--- config.mk ---
export PLATFORM = sky130hd
export DESIGN_NAME = cmd_response_deserializer_flat
export DESIGN_NICKNAME = d
export VERILOG_FILES = /design/src/rtl/sd_cmd_pkg.sv /design/src/rtl/cmd_response_deserializer_if.sv /design/src/rtl/crc7_serial.sv /design/src/rtl/cmd_response_deserializer.sv /design/src/flat_wrapper.sv
export SDC_FILE = /design/constraint.sdc
export NUM_CORES = 1
export LEC_CHECK = 0
export CAP_MARGIN = 20
export CORE_ASPECT_RATIO = 1.2
export CORE_MARGIN = 4
export CORE_UTILIZATION = 58
export CTS_BUF_LIST = sky130_fd_sc_hd__clkbuf_8
export DETAILED_ROUTE_END_ITERATION = 10
export PLACE_DENSITY_LB_ADDON = 0.25
export SETUP_SLACK_MARGIN = 0.1
export SYNTH_ARGS = -nofsm -noshare
export SYNTH_HDL_FRONTEND = slang
export SYNTH_HIERARCHICAL = 1
export SYNTH_SLANG_ARGS = --single-unit
--- constraint.sdc ---
create_clock -name sd_clock -period 4.1 [get_ports sd_clock]
set_input_delay 0.41 -clock sd_clock [delete_from_list [all_inputs] [get_ports sd_clock]]
set_output_delay 0.41 -clock sd_clock [all_outputs]
set_load 0.1 [all_outputs]
--- src/rtl/sd_cmd_pkg.sv ---
// Shared definitions for the SD CMD line: receiver states, CRC7 polynomial,
// response field positions and default response lengths.
package sd_cmd_pkg;

   typedef enum logic [1:0] {
      ST_IDLE       = 2'd0,
      ST_WAIT_START = 2'd1,
      ST_RECEIVE    = 2'd2,
      ST_DONE       = 2'd3
   } rx_state_t;

   localparam logic [6:0] CRC7_POLY = 7'h09;

   // Start and transmission bits are counted down from the frame MSB.
   localparam int START_FROM_MSB  = 0;
   localparam int TX_BIT_FROM_MSB = 1;
   localparam int CRC_MSB         = 7;
   localparam int CRC_LSB         = 1;
   localparam int END_BIT         = 0;

   localparam int RESP_LEN_SHORT  = 48;
   localparam int RESP_LEN_LONG   = 136;
   localparam int NCR_TIMEOUT_CYC = 64;

   // One serial step of CRC7 (x^7 + x^3 + 1), MSB-first.
   function automatic logic [6:0] crc7_next(input logic [6:0] crc, input logic bit_in);
      logic fb;
      fb = crc[6] ^ bit_in;
      return {crc[5:0], 1'b0} ^ (fb ? CRC7_POLY : 7'h00);
   endfunction

endpackage

--- src/rtl/cmd_response_deserializer_if.sv ---
// Handshake/status bundle between the SD host controller and the CMD response receiver.
interface cmd_response_deserializer_if #(
   parameter int RESP_WIDTH = 48
);
   logic                  enable;
   logic                  cmd_in;
   logic [RESP_WIDTH-1:0] parallel;
   logic                  complete;
   logic                  crc_error;
   logic                  frame_error;
   logic                  timeout;

   modport master (
      output enable, cmd_in,
      input  parallel, complete, crc_error, frame_error, timeout
   );

   modport slave (
      input  enable, cmd_in,
      output parallel, complete, crc_error, frame_error, timeout
   );
endinterface

--- src/rtl/crc7_serial.sv ---
// Bit-serial CRC7 accumulator, shared by the CMD transmit and receive paths.
module crc7_serial
   import sd_cmd_pkg::*;
(
   input  logic       clk,
   input  logic       rst,
   input  logic       clear,
   input  logic       enable,
   input  logic       bit_in,
   output logic [6:0] crc
);

   logic [6:0] crc_r;

   // CRC accumulator; clear takes priority over a shift
   always_ff @(posedge clk or posedge rst) begin
      if (rst) begin
         crc_r <= 7'h00;
      end else if (clear) begin
         crc_r <= 7'h00;
      end else if (enable) begin
         crc_r <= crc7_next(crc_r, bit_in);
      end else begin
         crc_r <= crc_r;
      end
   end

   assign crc = crc_r;

endmodule

--- src/rtl/cmd_response_deserializer.sv ---
// SD CMD line response receiver: waits for the start bit, shifts the frame in
// MSB-first, then reports the frame with CRC7/framing/timeout status.
module cmd_response_deserializer
   import sd_cmd_pkg::*;
#(
   parameter int RESP_WIDTH  = RESP_LEN_SHORT,
   parameter int TIMEOUT_CYC = NCR_TIMEOUT_CYC,
   parameter bit CRC_EN      = 1'b1
) (
   input  logic                      sd_clock,
   input  logic                      reset,
   cmd_response_deserializer_if.slave bus
);

   localparam int BW        = $clog2(RESP_WIDTH);
   localparam int WW        = $clog2(TIMEOUT_CYC + 1);
   localparam int START_POS = RESP_WIDTH - 1 - START_FROM_MSB;
   localparam int TX_POS    = RESP_WIDTH - 1 - TX_BIT_FROM_MSB;
   localparam logic [BW-1:0] BIT_ONE   = BW'(1);
   localparam logic [BW-1:0] BIT_LAST  = BW'(RESP_WIDTH - 1);
   localparam logic [BW-1:0] CRC_LIMIT = BW'(RESP_WIDTH - 8);
   localparam logic [WW-1:0] WAIT_ONE  = WW'(1);
   localparam logic [WW-1:0] WAIT_LAST = WW'(TIMEOUT_CYC - 1);

   rx_state_t             state_r, state_s;
   logic [RESP_WIDTH-1:0] shift_r, parallel_r;
   logic [BW-1:0]         bit_cnt_r, bit_num_s;
   logic [WW-1:0]         wait_cnt_r;
   logic                  complete_r, crc_error_r, frame_error_r, timeout_r;
   logic                  crc_clear_s, crc_en_s, crc_bad_s, frame_bad_s;
   logic [6:0]            crc_s;

   assign bit_num_s = bit_cnt_r + BIT_ONE;

   crc7_serial u_crc (
      .clk    (sd_clock),
      .rst    (reset),
      .clear  (crc_clear_s),
      .enable (crc_en_s),
      .bit_in (bus.cmd_in),
      .crc    (crc_s)
   );

   // Next-state decode; enable low always returns to IDLE
   always_comb begin
      state_s = state_r;
      if (!bus.enable) begin
         state_s = ST_IDLE;
      end else begin
         case (state_r)
            ST_IDLE:       state_s = ST_WAIT_START;
            ST_WAIT_START: begin
               if (!bus.cmd_in) begin
                  state_s = ST_RECEIVE;
               end else if (wait_cnt_r == WAIT_LAST) begin
                  state_s = ST_DONE;
               end else begin
                  state_s = ST_WAIT_START;
               end
            end
            ST_RECEIVE: begin
               if (bit_num_s == BIT_LAST) begin
                  state_s = ST_DONE;
               end else begin
                  state_s = ST_RECEIVE;
               end
            end
            ST_DONE:       state_s = ST_DONE;
            default:       state_s = ST_IDLE;
         endcase
      end
   end

   // CRC control and end-of-frame checks; CRC covers the start bit up to the CRC field
   always_comb begin
      crc_clear_s = (state_r == ST_IDLE);
      crc_en_s    = 1'b0;
      if (!bus.enable) begin
         crc_en_s = 1'b0;
      end else if (state_r == ST_WAIT_START) begin
         crc_en_s = !bus.cmd_in;
      end else if (state_r == ST_RECEIVE) begin
         crc_en_s = (bit_num_s < CRC_LIMIT);
      end else begin
         crc_en_s = 1'b0;
      end
      if (CRC_EN) begin
         crc_bad_s = (crc_s != shift_r[CRC_MSB:CRC_LSB]);
      end else begin
         crc_bad_s = 1'b0;
      end
      frame_bad_s = shift_r[START_POS] | shift_r[TX_POS] | ~shift_r[END_BIT];
   end

   // State, shift register, counters and status registers
   always_ff @(posedge sd_clock or posedge reset) begin
      if (reset) begin
         state_r       <= ST_IDLE;
         shift_r       <= {RESP_WIDTH{1'b0}};
         parallel_r    <= {RESP_WIDTH{1'b0}};
         bit_cnt_r     <= {BW{1'b0}};
         wait_cnt_r    <= {WW{1'b0}};
         complete_r    <= 1'b0;
         crc_error_r   <= 1'b0;
         frame_error_r <= 1'b0;
         timeout_r     <= 1'b0;
      end else begin
         state_r <= state_s;
         if (!bus.enable) begin
            complete_r    <= 1'b0;
            crc_error_r   <= 1'b0;
            frame_error_r <= 1'b0;
            timeout_r     <= 1'b0;
         end else begin
            case (state_r)
               ST_IDLE: begin
                  wait_cnt_r    <= {WW{1'b0}};
                  bit_cnt_r     <= {BW{1'b0}};
                  complete_r    <= 1'b0;
                  crc_error_r   <= 1'b0;
                  frame_error_r <= 1'b0;
                  timeout_r     <= 1'b0;
               end
               ST_WAIT_START: begin
                  // A start bit on the expiry edge wins over the timeout
                  if (!bus.cmd_in) begin
                     shift_r   <= {shift_r[RESP_WIDTH-2:0], 1'b0};
                     bit_cnt_r <= {BW{1'b0}};
                  end else if (wait_cnt_r == WAIT_LAST) begin
                     complete_r    <= 1'b1;
                     timeout_r     <= 1'b1;
                     crc_error_r   <= 1'b0;
                     frame_error_r <= 1'b0;
                  end else begin
                     wait_cnt_r <= wait_cnt_r + WAIT_ONE;
                  end
               end
               ST_RECEIVE: begin
                  shift_r   <= {shift_r[RESP_WIDTH-2:0], bus.cmd_in};
                  bit_cnt_r <= bit_num_s;
               end
               ST_DONE: begin
                  // Publish once; a timeout has already set complete and skips this
                  if (!complete_r) begin
                     parallel_r    <= shift_r;
                     complete_r    <= 1'b1;
                     crc_error_r   <= crc_bad_s;
                     frame_error_r <= frame_bad_s;
                  end
               end
               default: begin
                  complete_r <= 1'b0;
               end
            endcase
         end
      end
   end

   assign bus.parallel    = parallel_r;
   assign bus.complete    = complete_r;
   assign bus.crc_error   = crc_error_r;
   assign bus.frame_error = frame_error_r;
   assign bus.timeout     = timeout_r;

endmodule
--- src/flat_wrapper.sv ---
// flat-port wrapper written by rule: the top's interface ports become plain ports
module cmd_response_deserializer_flat import sd_cmd_pkg::*;
#(
   parameter int RESP_WIDTH  = RESP_LEN_SHORT,
   parameter int TIMEOUT_CYC = NCR_TIMEOUT_CYC,
   parameter bit CRC_EN      = 1'b1
)
  (sd_clock, reset, bus_enable, bus_cmd_in, bus_parallel, bus_complete, bus_crc_error, bus_frame_error, bus_timeout);
  cmd_response_deserializer_if #(.RESP_WIDTH(RESP_WIDTH)) bus_i ();
  input  logic sd_clock;
  input  logic reset;
  input wire logic [$bits(bus_i.enable)-1:0] bus_enable;
  input wire logic [$bits(bus_i.cmd_in)-1:0] bus_cmd_in;
  output wire logic [$bits(bus_i.parallel)-1:0] bus_parallel;
  output wire logic [$bits(bus_i.complete)-1:0] bus_complete;
  output wire logic [$bits(bus_i.crc_error)-1:0] bus_crc_error;
  output wire logic [$bits(bus_i.frame_error)-1:0] bus_frame_error;
  output wire logic [$bits(bus_i.timeout)-1:0] bus_timeout;
  assign bus_i.enable = bus_enable;
  assign bus_i.cmd_in = bus_cmd_in;
  assign bus_parallel = bus_i.parallel;
  assign bus_complete = bus_i.complete;
  assign bus_crc_error = bus_i.crc_error;
  assign bus_frame_error = bus_i.frame_error;
  assign bus_timeout = bus_i.timeout;
  cmd_response_deserializer #(.RESP_WIDTH(RESP_WIDTH), .TIMEOUT_CYC(TIMEOUT_CYC), .CRC_EN(CRC_EN)) u_core (.sd_clock(sd_clock), .reset(reset), .bus(bus_i));
endmodule
## Word level (Yosys, flattened, before mapping)

Index checks and enable logic that the tools add are counted.

- Logic and storage cells: 78
- Bits in registers: 122
- Input port bits: 4
- Output and inout port bits: 52

- Eq/ne operators: 14
- Add/sub/neg operators: 2
- Muxes and demuxes: 32
- $lt $le $gt $ge: 1
- Reductions and logical operators: 13
- Bitwise gates (word level): 6

Operators by type and width:

| operator | number |
|---|---|
| case mux 48 bit (2 select lines) | 1 |
| two-way mux 48 bit | 1 |
| two-way mux 7 bit | 4 |
| case mux 6 bit (3 select lines) | 1 |
| AND reduction 3 bit | 5 |
| two-way mux 1 bit | 14 |
| case mux 7 bit (2 select lines) | 1 |
| inequality test 3 bit (second input constant) | 3 |
| case mux 1 bit (3 select lines) | 3 |
| case mux 2 bit (4 select lines) | 1 |
| AND reduction 4 bit | 2 |
| adder 7 x 1 -> 7 bit (second input constant) | 1 |
| equality test 7 x 6 -> 1 bit (second input constant) | 1 |
| inequality test 7 bit | 1 |
| XOR 7 x 4 -> 7 bit | 1 |
| adder 6 x 1 -> 6 bit (second input constant) | 1 |
| equality test 6 bit (second input constant) | 1 |
| less-than comparator 6 bit (second input constant) | 1 |
| two-way mux 2 bit | 3 |
| two-way mux 6 bit | 1 |
| inequality test 2 bit (second input constant) | 3 |
| nonzero test 2 bit | 3 |
| equality test 2 bit (second input constant) | 2 |
| two-way mux 4 bit | 1 |
| 10 further kinds | 12 |

## Longest topological paths before layout

Gate-level depths: netlist of the first run.

- Depth in word-level cells: 7
- Gate-level depth with buffers: 9
- Depth with buffers taken out: 8

## By module

The synthesis of the first run kept the hierarchy.

By module, submodules not included:

| module | sequential area each (µm²) | times used | area an instance (µm²) | cells an instance |
|---|---|---|---|---|
| cmd_response_deserializer | 2,877.8 | 1 | 4,879.7 | 338 |
| crc7_serial | 175.2 | 1 | 311.5 | 29 |

## Worst setup path before layout of the first run

No wires, ideal clock.

- Kind: flip-flop to flip-flop
- Start: register u_core.complete_r (netlist: u_core/bus.complete)
- End: register u_core.parallel_r[10] (netlist: u_core/bus.parallel[10])
- Setup time: 126 ps
- Data arrival time: 1,754 ps
- Cell stages (with the launch flop): 4
- Path buffers: 1
- Slack: 2,220 ps
- Clock period less this slack: 1,880 ps
- Data required time: 3,974 ps
- Cell sequence: dfrtp_1 nand4b_1 buf_2 mux2_2

- Longest elaborated chain between the ends: 2

Ends and longest elaborated chain:

| element | line | source |
|---|---|---|
| start, declared | cmd_response_deserializer.sv:29 | `logic complete_r, crc_error_r, frame_error_r, timeout_r;` |
| start signal, assigned | cmd_response_deserializer.sv:103 | `complete_r <= 1'b0;` |
| start signal, assigned | cmd_response_deserializer.sv:110 | `complete_r <= 1'b0;` |
| start signal, assigned | cmd_response_deserializer.sv:119 | `complete_r <= 1'b0;` |
| NOT 1 bit (no source line) | - |  |
| AND reduction 3 bit (no source line) | - |  |
| end signal, assigned | cmd_response_deserializer.sv:100 | `parallel_r <= {RESP_WIDTH{1'b0}};` |
| end signal, assigned | cmd_response_deserializer.sv:145 | `parallel_r <= shift_r;` |
| end, declared | cmd_response_deserializer.sv:26 | `logic [RESP_WIDTH-1:0] shift_r, parallel_r;` |

Every way passes these cells.
A chain may end at the register's enable or synchronous reset.

## Final worst setup path of the first run

- Start: register u_core.state_r[0]
- End: register u_core.shift_r[24]

- Longest elaborated chain between the ends: 3
- Elaborated cells on any way between the ends: 6
- Those cells by class: eq/ne: 3; mux: 1; reduce/logical: 2

Ends and longest elaborated chain:

| element | line | source |
|---|---|---|
| start, declared | cmd_response_deserializer.sv:25 | `rx_state_t state_r, state_s;` |
| start signal, assigned | cmd_response_deserializer.sv:108 | `state_r <= state_s;` |
| equality test 2 x 1 -> 1 bit / equality test 2 bit (equally long branches) | cmd_response_deserializer.sv:115 | `case (state_r)` |
| inequality test 2 bit (no source line) / nonzero test 2 bit (equally long branches) | - |  |
| AND reduction 3 bit (no source line) | - |  |
| end signal, assigned | cmd_response_deserializer.sv:99 | `shift_r <= {RESP_WIDTH{1'b0}};` |
| end signal, assigned | cmd_response_deserializer.sv:127 | `shift_r <= {shift_r[RESP_WIDTH-2:0], 1'b0};` |
| end signal, assigned | cmd_response_deserializer.sv:139 | `shift_r <= {shift_r[RESP_WIDTH-2:0], bus.cmd_in};` |
| end, declared | cmd_response_deserializer.sv:26 |  |

Parallel ways exist; a longest one is shown, timed or not.

==> results, run 1 <==
- The cell area after layout is 6270 um^2.
- The via count of the first global-routing pass is 3176.
- Synthesis produced a netlist with a net count of 374.
- After synthesis, the netlist uses 42 different library cells.
- In the final timing run, aggregate negative setup slack is 0 ns.
- The end point of the critical path is u_core/shift_r[24].
- At the pin with the least slew margin, the transition time is 0.993 ns.
- The worst slew slack as a fraction of its limit is 33.6%.
- Counting along the longest clock path gives a buffer depth of 2.
- The critical path starts at u_core/state_r[0].
- The final net count is 438.
- In this run the number of cells on the critical path is 4.
- In the synthesized netlist the dominant register cell turns out to be sky130_fd_sc_hd__dfrtp_1.
- The first global-routing pass estimated 15.8 mm of wire.
- The area of placed instances is 5820 um^2.
- The final RePlAce weighted congestion is 0.797.
- The share of flip-flops with an asynchronous set or reset is 100%.
- The part of the cycle the worst path needs is 64.4%.
- The path category of the worst min-delay check is in -> async.
- The register bit count reported by yosys is 122.
- For flop-to-flop paths, the worst setup slack is 1.46 ns.
- After clock tree synthesis, the clock-pin slew on the worst setup and hold paths is 0.07 ns.
- CTS placed an instance of sky130_fd_sc_hd__clkbuf_8 at the clock tree root.
- The maximum number of pins on one net before global-route repair is 84.
- Sequential cells were found to cover 58.8% of the synthesized design area.
- The layout has 613 filler cells.
- Between clock sinks in the finished design, the worst skew comes to 0.00896 ns.
- The synthesized area divided by synthesized cell count is 14.1 um^2.
- For the worst flop-to-flop path, the logic depth is 4.
- The startpoint-to-endpoint class of the critical path is reg -> reg.
- The floorplan has 37 rows.
- The share of Yosys cell area claimed by the top area cell type is 58.8%.
- The final max-slew violation count is 0.
- Port buffering added 55 buffers.
- Setup repair after global routing left no endpoint under its margin.
- The area of the core region is 8660 um^2.
- Pin placement for this block handled 56 I/O pins.
- The leakage power summed over all cells is 3.09 nW.
- For this design, the sink count on the clock tree is 122.
- The run finished with clean final reports.
- The cell type with the largest total area after synthesis is sky130_fd_sc_hd__dfrtp_1.
- For the finished layout, the period the worst path requires is 2.64 ns.
- Post-CTS timing repair inserted 0 buffers for setup.
- For this configuration, the core starts out at a cell density of 60.0%.
- The signal on the critical path passes through nor2_1 -> or2_2 -> buf_4 -> mux2_4.
- Dividing the detail-routed wire length by the instance count gives 16.5 um.
- Based on the critical path, the design can be clocked at up to 0.379 GHz.
- The die area is 10500 um^2.
- By area the synthesized netlist is led by sky130_fd_sc_hd__dfrtp_1 (59%), sky130_fd_sc_hd__mux2_2 (12%), sky130_fd_sc_hd__mux2_4 (12%).
- The sort of element at the end of the critical path is a flip-flop.
- Among cell families on the critical path, the largest total delay comes from simple AND/OR/NAND/NOR gates.
- The critical-path maximum fanout is 22.
- Counting every instance in the synthesized netlist gives 367.
- The number of warnings reported in the yosys synthesis log is 6.
- The startpoint identified for the worst register-to-register timing path is u_core/state_r[0].
- From bottom edge to top edge, the die measures 112 um.
- The number of routed nets with antenna violations is 0.
- Relative to the synthesized area, the layout overhead comes to 20.8%.
- TritonCTS built the clock tree.
- The post-DP HPWL is 6.25 mm.
- Post-CTS repair changed the size of 0 cells.
- The total count of hold-check failures in the final report is 0.
- The total track usage is 19.5%.
- In the routed design, unresolved DRC markers number 0.
- The number of buffers and inverters on the critical path is 1.
- The area of the mapped netlist is 5190 um^2.
- The worst-case vdd ir drop is 0.443 mV.
- The total clock buffers created by CTS is 17.
- The number of hold-repair buffers added at the cts stage is 0.
- The total overflow left after global routing is 0.
- The via count of the routed design is 3057.
- The critical path startpoint category is a flip-flop.
- The total power per unit cell area is 478 nW/um^2.
- The first-iteration detailed-routing DRC count is 165.
- The data arrival time of the critical path is 2.95 ns.
- The number of H-tree levels is 4.
- The delay of the slowest cell on the worst path is 0.68 ns.
- 0 antenna diodes ended up in the layout.
- The master of the slowest instance on the critical path is sky130_fd_sc_hd__or2_2.
- The max-capacitance violation count is 0.
- Counting flops with a built-in enable in the synthesized netlist gives 0.
- The required time reported for the critical path endpoint is 4.41 ns.
- The horizontal die dimension is 94.4 um.
- Dividing the detail-routed via count by the number of cells gives 5.45.
- The total iterations of the first detailed-routing run is 4.
- The number of antenna violations at the first check in global routing is 0.
- The sum of routed wire length over all layers is 9.24 mm.
- The proportion of layout cells with a drive suffix above 1 is 30.9%.
- Clock latency on the worst-skew pair, taken at its later pin, is 0.43 ns.
- The number of setup violations in the final report is 0.
- The worst register-to-register path ends at u_core/shift_r[24].
-- cell usage in the layout (no fill, tap or decap), types with 2 or more instances in the layout --
master	count
sky130_fd_sc_hd__clkinv_2	4
sky130_fd_sc_hd__clkdlybuf4s50_1	55
sky130_fd_sc_hd__a21oi_1	9
sky130_fd_sc_hd__buf_4	6
sky130_fd_sc_hd__o22ai_1	2
sky130_fd_sc_hd__nand3_1	7
sky130_fd_sc_hd__nor2_1	17
sky130_fd_sc_hd__clkbuf_8	20
sky130_fd_sc_hd__nand2_1	19
sky130_fd_sc_hd__or3_1	4
sky130_fd_sc_hd__inv_4	2
sky130_fd_sc_hd__a21boi_0	3
sky130_fd_sc_hd__o31ai_1	6
sky130_fd_sc_hd__and3_1	2
sky130_fd_sc_hd__nand4b_1	3
sky130_fd_sc_hd__xnor2_1	7
sky130_fd_sc_hd__or4_1	2
sky130_fd_sc_hd__xor2_1	4
sky130_fd_sc_hd__mux2i_1	5
sky130_fd_sc_hd__dfrtp_1	122
sky130_fd_sc_hd__nor2b_1	3
sky130_fd_sc_hd__mux2_2	56
sky130_fd_sc_hd__ha_1	3
sky130_fd_sc_hd__inv_1	10
sky130_fd_sc_hd__mux2_4	40
sky130_fd_sc_hd__o21ai_0	12
sky130_fd_sc_hd__bufinv_16	4
-- layout make-up --
class	instances	area [um^2]	area share, %
Sequential cell	122	3050	48.7
Multi-Input combinational cell	220	1990	31.7
Timing Repair Buffer	62	623	9.93
Clock buffer	20	275	4.39
Clock inverter	12	155	2.47
Tap cell	117	146	2.33
Inverter	8	35.0	0.558
-- how the worst min path moves through the flow --
| stage | endpoint | depth (start not counted) |
|---|---|---|
| 3_3_place_gp | u_core/bus.parallel[42] | 1 |
| 4_1_cts | u_core/u_crc/crc[1] | 2 |
| 2_1_floorplan | u_core/u_crc/crc[0] | 1 |
| 3_5_place_dp | u_core/bus.parallel[7] | 1 |
| 5_1_grt | u_core/bus.parallel[0] | 2 |
| 6_report | u_core/bus.parallel[0] | 2 |
-- layer usage --
metal | track usage (%) | up-vias | wire [um]
met5 | 0 | - | 0
met4 | 8.38 | 0 | 132
met3 | 5.14 | 12 | 378
met2 | 31.5 | 69 | 4770
met1 | 24.8 | 1553 | 3960
li1 | - | 1423 | -
-- kinds of logic (layout without fill, tap and decap cells) --
group	Yosys count	in the layout	synth area share, %
DFF	122	122	58.8
muxes	101	101	24.7
and+or+nand+nor	65	65	6.12
AOI/OAI and AO/OA	40	40	4.87
buffers and inverters	25	102	2.94
xor gates and xnor gates	11	11	1.86
adders and majority gates	3	3	0.723
-- synthesized netlist by cell type, types with 3 or more instances --
library cell	count
sky130_fd_sc_hd__xnor2_1	7
sky130_fd_sc_hd__ha_1	3
sky130_fd_sc_hd__a21boi_0	3
sky130_fd_sc_hd__nand3_1	7
sky130_fd_sc_hd__a21oi_1	9
sky130_fd_sc_hd__inv_1	7
sky130_fd_sc_hd__mux2i_1	5
sky130_fd_sc_hd__buf_6	5
sky130_fd_sc_hd__mux2_2	56
sky130_fd_sc_hd__mux2_4	40
sky130_fd_sc_hd__nor2b_1	3
sky130_fd_sc_hd__xor2_1	4
sky130_fd_sc_hd__or3_1	4
sky130_fd_sc_hd__nand4b_1	3
sky130_fd_sc_hd__nor2_1	17
sky130_fd_sc_hd__buf_2	9
sky130_fd_sc_hd__dfrtp_1	122
sky130_fd_sc_hd__nand2_1	19
sky130_fd_sc_hd__o31ai_1	6
sky130_fd_sc_hd__o21ai_0	12
-- worst register-to-register path, delay by kind of cell (launching register included) --
| kind | cells | cell delay [ns] |
|---|---|---|
| flip-flops | 1 | 0.52 |
| buffers and inverters | 1 | 0.40 |
| AND/OR/NAND/NOR | 2 | 1.26 |
| multiplexers | 1 | 0.33 |
-- through the flow --
step	setup slack [ns]	total power [mW]	cells	hold WS [ns]	util [%]
4_1_cts	1.46	3.03	560	0.286	72.1
5_1_grt	1.28	3.14	561	0.214	72.5
3_5_place_dp	1.24	1.89	528	0.493	67.2
6_report	1.46	3.00	561	0.240	72.5
3_3_place_gp	1.31	1.87	528	0.486	67.2
2_1_floorplan	0.646	1.78	367	0.213	-
-- where the power goes --
part,switching (mW),internal (mW),total (mW)
clock,0.437,0.698,1.13
combinational,0.310,0.187,0.497
sequential,0.0838,1.28,1.37
-- flip-flops by register name (all words and copies together), names as in the netlist --
signal                  cells
u_core/wait_cnt_r           7
u_core/bus.complete         1
u_core/bit_cnt_r            6
u_core/shift_r             48
u_core/bus.parallel        48
u_core/bus.crc_error        1
u_core/bus.timeout          1
u_core/state_r              2
u_core/u_crc/crc            7
u_core/bus.frame_error      1
Power figures use the tool's default switching activity.
==> run 2, diff against run 1 <==
Settings changed: CORE_UTILIZATION 58 to 53.
Clock period 4.1 ns to 2.35 ns, I/O delays scaled along.
==> run 2 against run 1 <==
Effect of this change:
- first-iteration DRC count fell by 15%
- combinational power rose by 77%
- fmax rose by 31%
- die area rose by 8.7%
- largest power group unchanged
- sequential cell count did not move
- sequential power rose by 74%
- clock power rose by 81%
- critical path depth rose by 3
- power rose by 77%
- highest routed layer unchanged
- setup slack got worse by 1.1 ns
- design area fell by 0.68%
==> results, run 2 (synthesis gave the netlist of run 1 again) <==
- Result of the run: completed (unchanged).
- The effective utilization at floorplan is 54.3% (was 60.0%).
- The total number of clock tree sinks came to 122 (unchanged).
- The total power per unit cell area is 852 nW/um^2 (was 478 nW/um^2).
- The master of the slowest instance on the critical path is sky130_fd_sc_hd__dfrtp_1 (was sky130_fd_sc_hd__or2_2).
- The horizontal die dimension is 98.3 um (was 94.4 um).
- The sum of routed wire length over all layers came to 9.04 mm (was 9.24 mm).
- The boundary pin count is 56 (unchanged).
- The maximum number of pins on one net before global-route repair is 78 (was 84).
- The startpoint-to-endpoint class of the critical path was reg -> reg (unchanged).
- The number of routed nets with antenna violations is 0 (unchanged).
- The clock tree root buffer cell is sky130_fd_sc_hd__clkbuf_8 (unchanged).
- The most common library cell in the layout ignoring fill and taps is sky130_fd_sc_hd__dfrtp_1 (unchanged).
- The first-pass GRT wire length is 15.5 mm (was 15.8 mm).
- The transition at the pin with the smallest max-transition slack is 0.476 ns (was 0.993 ns).
- The proportion of layout cells with a drive suffix above 1 is 43.7% (was 30.9%).
- The flip-flop and latch area came to 3050 um^2 (unchanged).
- The total clock buffers created by CTS is 17 (unchanged).
- The number of antenna violations at the first check in global routing was 0 (unchanged).
- The chip height came to 116 um (was 112 um).
- The total track usage came to 17.2% (was 19.5%).
- The wire length per cell came to 15.8 um (was 16.5 um).
- The required time reported for the critical path endpoint came to 2.64 ns (was 4.41 ns).
- The worst-skew pair later-pin latency is 0.42 ns (was 0.43 ns).
- The clock tree skew after final layout was 0.00598 ns (was 0.00896 ns).
- Most frequent cells in the layout: sky130_fd_sc_hd__dfrtp_1 (122), sky130_fd_sc_hd__buf_4 (60), sky130_fd_sc_hd__mux2_2 (56), sky130_fd_sc_hd__mux2_4 (40), sky130_fd_sc_hd__nand2_1 (19) (was sky130_fd_sc_hd__dfrtp_1 (122), sky130_fd_sc_hd__mux2_2 (56), sky130_fd_sc_hd__clkdlybuf4s50_1 (55), sky130_fd_sc_hd__mux2_4 (40), sky130_fd_sc_hd__clkbuf_8 (20)).
- The shortest clock period the worst path allows after layout is 2.02 ns (was 2.64 ns).
- The worst setup path startpoint is u_core/bit_cnt_r[3] (was u_core/state_r[0]).
- The post-DP HPWL is 6.00 mm (was 6.25 mm).
- The critical-path maximum fanout is 10 (was 22).
- The number of H-tree levels is 4 (unchanged).
- The die area is 11400 um^2 (was 10500 um^2).
- The final net count came to 443 (was 438).
- The path category of the worst min-delay check is in -> async (unchanged).
- The delay of the slowest cell on the worst path is 0.50 ns (was 0.68 ns).
- The critical path startpoint category was a flip-flop (unchanged).
- The number of hold-repair buffers added at the cts stage is 0 (unchanged).
- The maximum clock frequency is 0.495 GHz (was 0.379 GHz).
- The non-filler instance count after layout came to 572 (was 561).
- The total of buffers placed on input and output ports is 55 (unchanged).
- The setup TNS came to 0 ns (unchanged).
- The max-capacitance violation count came to 0 (unchanged).
- The number of buffers between clock root and the deepest sink is 2 (unchanged).
- The leakage power summed over all cells is 3.23 nW (was 3.09 nW).
- The number of placement rows is 39 (was 37).
- The via count of the first global-routing pass is 3110 (was 3176).
- The worst-case vdd ir drop is 0.954 mV (was 0.443 mV).
- The total iterations of the first detailed-routing run was 5 (was 4).
- The worst reg-to-reg setup slack is 0.33 ns (was 1.46 ns).
- Cells traversed along the worst timing path: nand2_1 -> or3_1 -> xor2_1 -> o31a_1 -> buf_4 -> nand4b_1 -> o211ai_1 (was nor2_1 -> or2_2 -> buf_4 -> mux2_4).
- The final max-slew violation count is 0 (unchanged).
- The number of cells in the design after placement is 540 (was 528).
- The total count of hold-check failures in the final report was 0 (unchanged).
- The part of the cycle the worst path needs was 86.0% (was 64.4%).
- The number of resized instances in the post-cts repair step is 0 (unchanged).
- The area added between synthesis and finish was 20.0% (was 20.8%).
- The final RePlAce weighted congestion was 0.806 (was 0.797).
- The via count of the routed design is 3082 (was 3057).
- The number of setup buffers added after CTS is 0 (unchanged).
- The worst slew slack as a fraction of its limit is 68.3% (was 33.6%).
- The terminus of the critical flop-to-flop path is u_core/u_crc/crc[3] (was u_core/shift_r[24]).
- The critical register-to-register path startpoint is u_core/bit_cnt_r[3] (was u_core/state_r[0]).
- The data arrival time of the critical path is 2.31 ns (was 2.95 ns).
- The clock transition at the register clock pins on the worst setup and hold paths after CTS is 0.07 ns (about the same).
- The clock tree from TritonCTS is done (unchanged).
- The sort of element at the end of the critical path is a flip-flop (unchanged).
- The antenna diode count is 0 (unchanged).
- RSZ-0062 raised after global routing: false (unchanged).
- The end point of the critical path is u_core/u_crc/crc[3] (was u_core/shift_r[24]).
- The total area of multi-input combinational cells came to 1990 um^2 (unchanged).
- The area of the core region is 9560 um^2 (was 8660 um^2).
- The final hold slack is 0.128 ns (was 0.240 ns).
- The number of setup violations in the final report was 0 (unchanged).
- The first-iteration detailed-routing DRC count is 140 (was 165).
- The sum of overflow across all layers after global routing was 0 (unchanged).
- The detailed-route DRC error count is 0 (unchanged).
- The count of fill cells added during filler insertion is 724 (was 613).
- The total power consumption of the routed design is 5.31 mW (was 3.00 mW).
- The detailed-route vias per instance is 5.39 (was 5.45).
- The cell depth of the worst flop-to-flop path is 7 (was 4).
run 2: cell count changes in the layout (fill, tap and decap cells not counted), sizes merged:
cell / previous run / this run
clkbuf: 20 / 17
clkinvlp: 0 / 2
clkinv: 4 / 7
clkdlybuf4s50: 55 / 3
buf: 7 / 64
inv: 12 / 9
bufinv: 4 / 5
run 2: power by group:
part / leakage, nW / switching [mW] / internal, mW
Combinational: 1.30 / 0.554 / 0.327
Clock: 0.231 / 0.807 / 1.25
Sequential: 1.69 / 0.137 / 2.24
run 2: final cells by class:
class                           count  area share (%)
Inverter                            8           0.582
Clock buffer                       17            3.76
Clock inverter                     15            3.33
Timing Repair Buffer               67            9.00
Multi-Input combinational cell    220            31.9
Sequential cell                   122            49.0
Tap cell                          123            2.47
run 2: through the flow:
stage,utilization (%),setup slack (ns),instance area (um^2)
3_5_place_dp,60.5,0.166,5790
4_1_cts,65.1,0.352,6230
2_1_floorplan,-,0.470,5190
3_3_place_gp,60.5,0.227,5790
6_report,65.1,0.330,6230
5_1_grt,65.1,0.164,6230
run 2: layer usage:
metal  vias up  wire length (um)  global-route usage [%]
met5         -                 0                       0
met4         0               136                    6.92
met3        14               402                    5.02
met2        77              4410                    27.4
met1      1559              4090                    22.4
li1       1432                 -                       -
run 2: critical path, delay by kind of cell, from the launching register on:
family / cells / cell delay [ns]
compound gates: 2 / 0.41
simple gates: 3 / 0.62
xor+xnor: 1 / 0.18
flops: 1 / 0.50
buf+inv: 1 / 0.18
run 2: how the worst min path moves through the flow:
stage                             from                      end  slack [ns]  cells past startpoint
2_1_floorplan                    reset      u_core/u_crc/crc[0]        0.04                      1
4_1_cts                          reset      u_core/u_crc/crc[5]         0.1                      2
5_1_grt                          reset      u_core/u_crc/crc[6]        0.12                      2
6_report                         reset      u_core/u_crc/crc[5]        0.13                      2
3_3_place_gp   u_core/bus.parallel[27]  u_core/bus.parallel[27]        0.49                      1
3_5_place_dp    u_core/bus.parallel[9]   u_core/bus.parallel[9]        0.49                      1
==> run 3, diff against run 2 <==
Settings changed: CAP_MARGIN 20 to default, CTS_CLUSTER_DIAMETER from default to 100, GPL_ROUTABILITY_DRIVEN from default to 0.
==> results of run 3 <==
The final DEF is identical to that of run 2; final timing and power are the same.
